## src/rtl/router_pkt_tx.sv

```systemverilog
// router_pkt_tx: packet source for the 1x3 router input port.
// Accepts a request (addr, len, corrupt) and len payload bytes. It then sends
// a header byte {len, addr}, the payload bytes, and an XOR parity byte, using
// the router's pkt_valid/busy handshake. After the parity byte it forces
// GAP_CYCLES idle cycles, pulsing done in the last one.
//
// Ports:
//   clock, reset       rising-edge clock, async active-high reset
//   start/addr/len/    packet request, sampled only in IDLE
//   corrupt
//   wr_en/wr_data      payload byte writes, accepted while in_ready=1
//   in_ready           payload bytes are being accepted
//   busy               router busy; the presented byte holds while high
//   pkt_valid/data_out byte stream to the router
//   tx_busy            high outside IDLE
//   done               one-cycle pulse in the last GAP cycle
//   cfg_err            one-cycle pulse on an illegal start (addr==3 or len==0)
//
// state | meaning
// ------+--------------------------------------------------------------
// IDLE  | waiting for start
// LOAD  | accepting payload bytes into the buffer
// HDR   | header byte presented
// PLD   | payload byte rd_ptr presented
// PAR   | parity byte presented (pkt_valid low)
// GAP   | inter-packet gap, down-counter to zero

module router_pkt_tx #(
    parameter int unsigned GAP_CYCLES = 2
) (
    input  logic       clock,
    input  logic       reset,
    input  logic       start,
    input  logic [1:0] addr,
    input  logic [5:0] len,
    input  logic       corrupt,
    input  logic       wr_en,
    input  logic [7:0] wr_data,
    output logic       in_ready,
    input  logic       busy,
    output logic       pkt_valid,
    output logic [7:0] data_out,
    output logic       tx_busy,
    output logic       done,
    output logic       cfg_err
);

    typedef enum logic [2:0] {
        S_IDLE,
        S_LOAD,
        S_HDR,
        S_PLD,
        S_PAR,
        S_GAP
    } state_t;

    localparam logic [3:0] GAP_LOAD = 4'(GAP_CYCLES - 1);

    state_t     state, state_nxt;
    logic [7:0] pld_mem [0:62];
    logic       mem_we;

    logic [5:0] wr_ptr, wr_ptr_nxt;
    logic [5:0] rd_ptr, rd_ptr_nxt;
    logic [1:0] addr_q, addr_nxt;
    logic [5:0] len_q, len_nxt;
    logic       corrupt_q, corrupt_nxt;
    logic [7:0] parity, parity_nxt;
    logic [3:0] gap_cnt, gap_cnt_nxt;

    logic       in_ready_nxt;
    logic       pkt_valid_nxt;
    logic [7:0] data_out_nxt;
    logic       tx_busy_nxt;
    logic       done_nxt;
    logic       cfg_err_nxt;

    logic [5:0] len_m1;
    logic [5:0] rd_ptr_inc;
    logic [7:0] header;

    assign len_m1     = len_q - 6'd1;
    assign rd_ptr_inc = rd_ptr + 6'd1;
    assign header     = {len_q, addr_q};

    always_ff @(posedge clock or posedge reset) begin
        if (reset) begin
            state     <= S_IDLE;
            wr_ptr    <= '0;
            rd_ptr    <= '0;
            addr_q    <= '0;
            len_q     <= '0;
            corrupt_q <= 1'b0;
            parity    <= '0;
            gap_cnt   <= '0;
            in_ready  <= 1'b0;
            pkt_valid <= 1'b0;
            data_out  <= '0;
            tx_busy   <= 1'b0;
            done      <= 1'b0;
            cfg_err   <= 1'b0;
        end else begin
            state     <= state_nxt;
            wr_ptr    <= wr_ptr_nxt;
            rd_ptr    <= rd_ptr_nxt;
            addr_q    <= addr_nxt;
            len_q     <= len_nxt;
            corrupt_q <= corrupt_nxt;
            parity    <= parity_nxt;
            gap_cnt   <= gap_cnt_nxt;
            in_ready  <= in_ready_nxt;
            pkt_valid <= pkt_valid_nxt;
            data_out  <= data_out_nxt;
            tx_busy   <= tx_busy_nxt;
            done      <= done_nxt;
            cfg_err   <= cfg_err_nxt;
        end
    end

    // Payload storage has no reset; contents are only read after being
    // written in the same packet.
    always_ff @(posedge clock) begin
        if (mem_we) begin
            pld_mem[wr_ptr] <= wr_data;
        end
    end

    always_comb begin
        state_nxt     = state;
        wr_ptr_nxt    = wr_ptr;
        rd_ptr_nxt    = rd_ptr;
        addr_nxt      = addr_q;
        len_nxt       = len_q;
        corrupt_nxt   = corrupt_q;
        parity_nxt    = parity;
        gap_cnt_nxt   = gap_cnt;
        in_ready_nxt  = in_ready;
        pkt_valid_nxt = pkt_valid;
        data_out_nxt  = data_out;
        done_nxt      = 1'b0;
        cfg_err_nxt   = 1'b0;
        mem_we        = 1'b0;

        case (state)
            S_IDLE: begin
                if (start) begin
                    if (addr == 2'd3 || len == 6'd0) begin
                        cfg_err_nxt = 1'b1;
                    end else begin
                        addr_nxt     = addr;
                        len_nxt      = len;
                        corrupt_nxt  = corrupt;
                        parity_nxt   = {len, addr};
                        wr_ptr_nxt   = '0;
                        rd_ptr_nxt   = '0;
                        in_ready_nxt = 1'b1;
                        state_nxt    = S_LOAD;
                    end
                end
            end
            S_LOAD: begin
                if (wr_en) begin
                    mem_we     = 1'b1;
                    parity_nxt = parity ^ wr_data;
                    wr_ptr_nxt = wr_ptr + 6'd1;
                    if (wr_ptr == len_m1) begin
                        in_ready_nxt  = 1'b0;
                        data_out_nxt  = header;
                        pkt_valid_nxt = 1'b1;
                        state_nxt     = S_HDR;
                    end
                end
            end
            S_HDR: begin
                if (!busy) begin
                    data_out_nxt = pld_mem[0];
                    rd_ptr_nxt   = '0;
                    state_nxt    = S_PLD;
                end
            end
            S_PLD: begin
                if (!busy) begin
                    if (rd_ptr == len_m1) begin
                        // parity already includes every payload byte written
                        data_out_nxt  = parity ^ {7'd0, corrupt_q};
                        pkt_valid_nxt = 1'b0;
                        state_nxt     = S_PAR;
                    end else begin
                        rd_ptr_nxt   = rd_ptr_inc;
                        data_out_nxt = pld_mem[rd_ptr_inc];
                    end
                end
            end
            S_PAR: begin
                if (!busy) begin
                    data_out_nxt = '0;
                    gap_cnt_nxt  = GAP_LOAD;
                    done_nxt     = (GAP_LOAD == 4'd0);
                    state_nxt    = S_GAP;
                end
            end
            S_GAP: begin
                // done is registered, so it is raised on the edge entering
                // the final gap cycle (terminal count reached next).
                if (gap_cnt == 4'd0) begin
                    state_nxt = S_IDLE;
                end else begin
                    gap_cnt_nxt = gap_cnt - 4'd1;
                    done_nxt    = (gap_cnt == 4'd1);
                end
            end
            default: begin
                state_nxt = S_IDLE;
            end
        endcase

        tx_busy_nxt = (state_nxt != S_IDLE);
    end

endmodule
```

## config.mk

```make
export PLATFORM = sky130hd
export DESIGN_NAME = router_pkt_tx
export DESIGN_NICKNAME = d
export VERILOG_FILES = /design/src/rtl/router_pkt_tx.sv
export SDC_FILE = /design/constraint.sdc
export NUM_CORES = 1
export LEC_CHECK = 0
export CAP_MARGIN = 30
export CORE_ASPECT_RATIO = 0.6
export CORE_MARGIN = 2
export CORE_UTILIZATION = 46
export CTS_BUF_LIST = sky130_fd_sc_hd__clkbuf_8 sky130_fd_sc_hd__clkbuf_16
export DETAILED_ROUTE_END_ITERATION = 10
export PLACE_DENSITY_LB_ADDON = 0.3
export SLEW_MARGIN = 20
export SYNTH_ARGS = -nofsm -noshare
export SYNTH_HDL_FRONTEND = slang
export SYNTH_SLANG_ARGS = --single-unit
```

## constraint.sdc

```tcl
create_clock -name clock -period 2.4 [get_ports clock]
set_clock_uncertainty 0.1 [all_clocks]
set_input_delay 0.24 -clock clock [delete_from_list [all_inputs] [get_ports clock]]
set_output_delay 0.24 -clock clock [all_outputs]
set_load 0.005 [all_outputs]
```

==> summary.md, run 1 <==
| Metric | Value |
|---|---|
| Status | complete, but fails checks |
| Failing checks | negative setup slack |
| Final Cell Area | 27700 um^2 |
| Clock tree sinks | 553 |
| Post-Synth Simple-Gate Area | 6.78% |
| Synth area leader | edfxtp_1 |
| CTS buffer count | 48 |
| Core Area | 48100 um^2 |
| Leakage | 9.28 nW |
| Post-synth top area share | 67.1% |
| Ys flop type | edfxtp_1 |
| Post-synth EDFFs | 504 |
| Fin. Hold Viols | 0 |
| H-tree levels | 2 |
| Num rows | 62 |
| Largest net degree at the start of global routing | 66 |
| Synth warn | 0 |
| Setup ws final | -339 ps |
| Max-slew violation count | 0 |
| RSZ-0062 raised after global routing | yes |
| CTS clk-pin slew, worst paths | 70 ps |
| Final core occ | 57.6% |
| Final min period | 2740 ps |
| Largest fanout on the critical path | 15 |
| Startpoint types | register |
| Area Overhead vs Synth | 22.7% |
| Initial detailed-routing violation count | 1635 |
| Final Power | 28.8 mW |
| Setup CP Type | reg2reg |
| PD cells | 1040 nW/um^2 |
| First-pass detailed-route iteration total | 5 |
| Remaining Overflow, GRT | 0 |
| Distinct cells, synth | 59 |
| CTS root buf | clkbuf_16 |
| Arr. time, crit path | 3110 ps |
| CTS tree | built |
| Crit end category | register |
| Initial Utilization | 46.9% |
| Final net count | 1574 |
| Worst vdd ir | 0.715 mV |
| Synth top area cells | edfxtp_1 67%, mux4_2 12%, dfrtp_1 5.4% |
| Die width | 290 um |
| Max Buffers Root-to-Sink | 3 |
| Worst Tran Pin Value | 759 ps |
| Hold Crit Class | in2reg |
| Worst Path Required | 2770 ps |
| Post-Synth Adder-Cell Area | 0.377% |
| Register area share after synthesis | 72.5% |
| FF+latch count, synth | 553 |
| Async S/R FF share, synth | 8.86% |
| Post-synthesis compound-gate area fraction | 3.88% |
| Vias in the first global route | 12900 |
| Post-Syn Nets | 1320 |
| # setup viols final | 14 |
| Dpl hpwl | 39000 um |
| Global-route wire length before repair | 85800 um |
| Via density per instance | 5.98 |
| Slew headroom | 49.4% |
| Post-synthesis cell count | 1292 |
| Die extent in y | 176 um |
| Final ANT Viol Nets | 0 |
| Ant diodes | 0 |
| Gp weighted congestion | 0.960 |
| Fin crit share | 114% |
| Placed Instances | 2109 |
| Total track usage | 23.1% |
| Port Buffers | 34 |
| Die ar. | 50900 um^2 |
| Initial antenna violation count | 0 |
| Worst-Skew Late Latency | 580 ps |
| Max Freq | 0.365 GHz |
| DR WL/cell | 26.3 um |
| Residual DRC count | 0 |
| Synth Area in XOR/XNOR | 1.01% |
| DR vias | 13300 |
| Placed cell areas | 25300 um^2 |
| Combinational family with the most area after synthesis | multiplexers |
| WL final | 58400 um |
| Post-Layout Cell Count | 2219 |
| # IOs | 35 |
| Post-synthesis mux area share | 13.7% |
| Share of layout cells above drive strength 1 | 31.7% |
| Post-synthesis area per instance | 17.5 um^2 |
| Post-synthesis cell area | 22600 um^2 |
| Max_cap viols | 0 |
## cell families after synthesis
group	count (synthesis)
multiplexers	155
adder cells (fa/ha/maj)	7
AND/OR/NAND/NOR	338
AO/OA/AOI/OAI	125
flip-flops	553
XOR/XNOR	23
buffers and inverters	91
## metal layers
layer  global-route usage [%]  part of all wire, %  vias up
li1                         -                    -     5640
met1                     36.8                   45     6786
met2                     30.0                   39      758
met3                     8.10                   14       87
met4                     4.82                  2.0        2
met5                    0.750                0.094        -
## stage by stage
stage          hold slack (ps)  setup TNS [ps]  worst slack [ps]
4_1_cts                   5.20           -2180              -273
2_1_floorplan              239            -311             -96.2
3_3_place_gp               390          -10160              -492
5_1_grt                   13.8           -3850              -409
3_5_place_dp               398           -9640              -536
6_report                  28.0           -2890              -339
## cells in the final DEF (no fill, tap or decap), types with 6 or more instances in the layout
master,n
a21o_1,6
a21oi_1,9
a22o_1,8
a22oi_1,10
a32oi_1,20
buf_12,27
buf_16,8
buf_2,9
buf_4,192
buf_6,6
bufinv_16,8
clkbuf_16,52
clkdlybuf4s50_1,26
clkinv_1,13
dfrtp_1,44
edfxtp_1,504
inv_1,22
mux2i_1,24
mux4_2,122
nand2_1,131
nand3_1,40
nand3_2,7
nand4_1,19
nor2_1,84
nor2b_1,7
nor3_1,8
o21ai_0,40
xnor2_1,8
xor2_1,7
## layout make-up
| cell class | count | area (um^2) |
|---|---|---|
| tap | 640 | 801 |
| timing repair buffer | 275 | 2690 |
| clock buffer | 50 | 1250 |
| clock inverter | 33 | 357 |
| fill | 3626 | 20400 |
| sequential | 553 | 16400 |
| inverter | 20 | 75.1 |
| multi-input combinational | 648 | 6150 |
## where the power goes
group,switching [mW],internal [mW]
Combinational,4.75,4.66
Clock,3.41,4.61
Sequential,0.422,11.0
Total,8.58,20.3
## synth_stat cells, drive strengths merged (9+ instances only)
master / instances
edfxtp: 504
nand2: 133
mux4: 122
nor2: 85
dfrtp: 49
o21ai: 48
nand3: 47
buf: 36
clkbuf: 35
mux2i: 30
a32oi: 20
inv: 20
nand4: 19
xnor2: 12
a22oi: 11
nor3: 11
a21oi: 10
xor2: 9
## path summary, 6_finish.rpt
kind	start	endpoint	slack (ps)	cells after the start
setup / recovery	rd_ptr[0]	data_out[7]	-340	9
hold / removal	wr_data[1]	pld_mem[0][1]	30	1
setup reg to reg	rd_ptr[0]	data_out[7]	-340	9
hold reg to reg	pkt_valid	pkt_valid	400	2
max in group asynchronous	reset	rd_ptr[5]	1190	4
min in group asynchronous	reset	wr_ptr[4]	490	3
## worst max-delay path, stage by stage (launching register included)
cell and delay (ps):
dfrtp_4 510, ha_4 340, buf_12 180, buf_16 180
mux4_2 360, nand2_1 130, a32oi_1 150, nand4_1 290
o2111ai_1 160, a22o_1 220
## state kept, by name (all words and copies together), names as in the netlist
| register | count |
|---|---|
| corrupt_q | 1 |
| addr_q | 2 |
| pkt_valid | 1 |
| parity | 8 |
| in_ready | 1 |
| rd_ptr | 6 |
| len_q | 6 |
| wr_ptr | 6 |
| cfg_err | 1 |
| done | 1 |
| data_out | 8 |
| pld_mem | 504 |
| gap_cnt | 4 |
| state | 3 |
| tx_busy | 1 |
## timing repair
item | in CTS | in global routing
setup buffers | 8 | 10
gates cloned | 5 | 2
hold endpoints to repair | 21 | 0
resized for setup | 30 | 51
setup endpoints to repair | 18 | 92
pin swaps | 10 | 17
hold buffers | 2 | 0
Note: power is estimated with default switching activity, not from simulation.
==> run 2, diff against run 1 <==
TNS_END_PERCENT = 50   (was not set)
==> run 2 against run 1 <==
Net effect:
- the run still ends with negative setup slack left
- sequential power about the same
- fmax down 1.7%
- total power shrank 1.9%
- non-clock buffer count decreased by 1
- clock power about the same
- clock-buffer cell count is 1 higher
- first-iteration DRC count up 19%
- critical path type unchanged
- critical path depth down 1
- core utilization down 0.50 points
- combinational power is 5.3% lower
- global-route usage increased by 0.26 points
- flip-flop and latch count did not move
==> summary.md, run 2 (same netlist as run 1, synthesis figures left out) <==
| Metric | Value |
|---|---|
| Status | complete, but fails checks |
| Failing checks | negative setup slack |
| Setup CP Type | reg2reg |
| Cell mode on critical path | mux4_2 |
| Largest net degree at the start of global routing | 49 (-26%) |
| Worst Path Required | 2780 ps (about the same) |
| Area Overhead vs Synth | 21.7% |
| Largest fanout on the critical path | 6 (-9) |
| Initial antenna violation count | 0 (unchanged) |
| Fin crit share | 116% (+2.0 points) |
| Residual DRC count | 0 (unchanged) |
| CTS clk-pin slew, worst paths | 60 ps (about the same) |
| Max reg flops | 504 (unchanged) |
| CP max-delay cell | dfrtp_4 |
| Worst-Skew Late Latency | 590 ps (about the same) |
| Max-slew violation count | 0 (unchanged) |
| CTS buffer count | 49 (+2.1%) |
| Worst r2r dst | data_out[0] |
| H-tree levels | 2 (unchanged) |
| RSZ-0062 raised after global routing | yes |
| Port Buffers | 34 (unchanged) |
| Initial Utilization | 46.9% (unchanged) |
| Total track usage | 23.3% (+0.26 points) |
| Final min period | 2790 ps (+48.5 ps) |
| Crit-path cells | ha_4 > buf_6 > mux4_2 > mux4_2 > mux2_4 > nand3_2 > nand4_1 > a22o_1 |
| Via density per instance | 5.99 (about the same) |
| Slew headroom | 51.6% (+2.2 points) |
| Global-route wire length before repair | 87100 um (+1.5%) |
| Dpl hpwl | 39500 um (+1.3%) |
| Crit path largest cell delay | 510 ps (about the same) |
| Crit end category | register |
| Die width | 290 um (unchanged) |
| Startpoint types | register |
| Final net count | 1574 (unchanged) |
| Commonest non-fill, non-tap cell in the layout | edfxtp_1 |
| Fillers | 3600 (-0.72%) |
| CTS root buf | clkbuf_16 |
| Largest delay contributor family on the critical path | multiplexers |
| Max Buffers Root-to-Sink | 3 (unchanged) |
| Setup ws final | -388 ps (-48.5 ps) |
| Max_cap viols | 0 (unchanged) |
| DR WL/cell | 26.3 um (about the same) |
| # IOs | 35 (unchanged) |
| Num rows | 62 (unchanged) |
| R2R depth | 8 (-1) |
| Most frequent cells in the layout | 504 x edfxtp_1, 201 x buf_4, 131 x nand2_1 |
| Die extent in y | 176 um (unchanged) |
| PD cells | 1030 nW/um^2 (-1.0%) |
| Clock tree sinks | 553 (unchanged) |
| DR vias | 13300 (+0.44%) |
| Fin. Hold Viols | 0 (unchanged) |
| Min Hold Slack | 60.3 ps (+32.3 ps) |
| Vias in the first global route | 13000 (+0.95%) |
| Initial detailed-routing violation count | 1945 (+19%) |
| Share of layout cells above drive strength 1 | 30.6% (-1.1 points) |
| Core Area | 48100 um^2 (unchanged) |
| Final ANT Viol Nets | 0 (unchanged) |
| Remaining Overflow, GRT | 0 (unchanged) |
| Worst vdd ir | 0.663 mV (-7.3%) |
| WHS Endpoint | pld_mem[0][1] |
| # setup viols final | 10 (-4) |
| Final core occ | 57.1% (-0.50 points) |
| CTS tree | built |
| Hold_sp | wr_data[1] |
| Die ar. | 50900 um^2 (unchanged) |
| Biggest regs | pld_mem x504, data_out x8, parity x8 |
| Leakage | 9.25 nW (-0.38%) |
| Worst Tran Pin Value | 726 ps (-32.5 ps) |
| Hold Crit Class | in2reg |
| Ant diodes | 0 (unchanged) |
| Max Freq | 0.359 GHz (-1.7%) |
| Reg-to-Reg Start | rd_ptr[0] |
| WL final | 58600 um (+0.32%) |
| Largest Register | pld_mem |
| First-pass detailed-route iteration total | 5 (unchanged) |
| Reg2reg setup slack | -390 ps (-50 ps) |
| Sum of buffers and inverters on the critical path | 1 (-1) |
| Hold path depth | 1 (unchanged) |
| Gp weighted congestion | 0.901 (-6.2%) |
| Arr. time, crit path | 3170 ps (+60 ps) |
run 2: cell types whose count changed in the layout (fill, tap and decap cells not counted), sizes merged:
cell	delta
inv	+5
clkinv	+4
bufbuf	+2
bufinv	-2
clkbuf	-1
clkinvlp	+1
dlygate4sd3	-1
run 2: area by class of cell:
| cell class | instances | area (um^2) | area share (%) |
|---|---|---|---|
| multi-input combinational | 648 | 6050 | 22.0 |
| tap | 640 | 801 | 2.92 |
| clock buffer | 51 | 1260 | 4.61 |
| sequential | 553 | 16400 | 59.6 |
| timing repair buffer | 274 | 2540 | 9.26 |
| clock inverter | 41 | 359 | 1.31 |
| inverter | 20 | 75.1 | 0.273 |
run 2: metrics by stage:
step | setup WS (ps) | std cells | TNS, ps | instance area (um^2) | total power, mW
after floorplan | -96.2 | 1292 | -342 | 22700 | 16.5
after global placement | -423 | 2121 | -7900 | 25400 | 19.5
after detailed placement | -441 | 2121 | -8380 | 25400 | 19.6
after CTS | -343 | 2219 | -2880 | 27300 | 28.1
after global routing | -451 | 2227 | -4130 | 27500 | 29.4
final | -388 | 2227 | -3060 | 27500 | 28.3
run 2: power breakdown:
group / internal [mW] / switching (mW)
logic: 4.42 / 4.49
registers: 11.0 / 0.396
clock network: 4.47 / 3.52
run 2: worst reg2reg max path: cells and delay by family, from the launching register on:
kind / cells / cell delay (ps)
mux: 3 / 1120
fa+ha+maj: 1 / 410
buf+inv: 1 / 170
flops: 1 / 510
compound gates: 1 / 180
simple gates: 2 / 180
run 2: worst max path at each step:
stage	start	endpoint	slack, ps	depth (start not counted)
CTS	rd_ptr[0]	data_out[0]	-340	8
global placement	rd_ptr[0]	data_out[4]	-420	10
finish	rd_ptr[0]	data_out[0]	-390	8
detailed placement	rd_ptr[0]	data_out[5]	-440	9
floorplan	len_q[0]	rd_ptr[4]	-100	9
global route	rd_ptr[0]	data_out[2]	-450	9
run 2: timing repair:
item | 4_1_cts | 5_1_grt
gates cloned | 2 | 0
hold buffers | 1 | 0
resized for setup | 37 | 24
endpoints found under the hold margin | 19 | 0
endpoints found under the setup margin | 17 | 19
pin swaps | 13 | 8
setup buffers | 4 | 8
run 2: metal layers:
metal	vias to the layer above	global-route usage, %	part of all wire (%)
met5	-	0	0
met3	76	6.12	11
li1	5642	-	-
met1	6865	37.4	46
met4	0	4.01	1.4
met2	749	32.3	41
==> run 3, diff against run 2 <==
CAP_MARGIN = 20   (was 30)
==> results of run 3 <==
The final DEF is identical to that of run 2; final timing and power are the same.
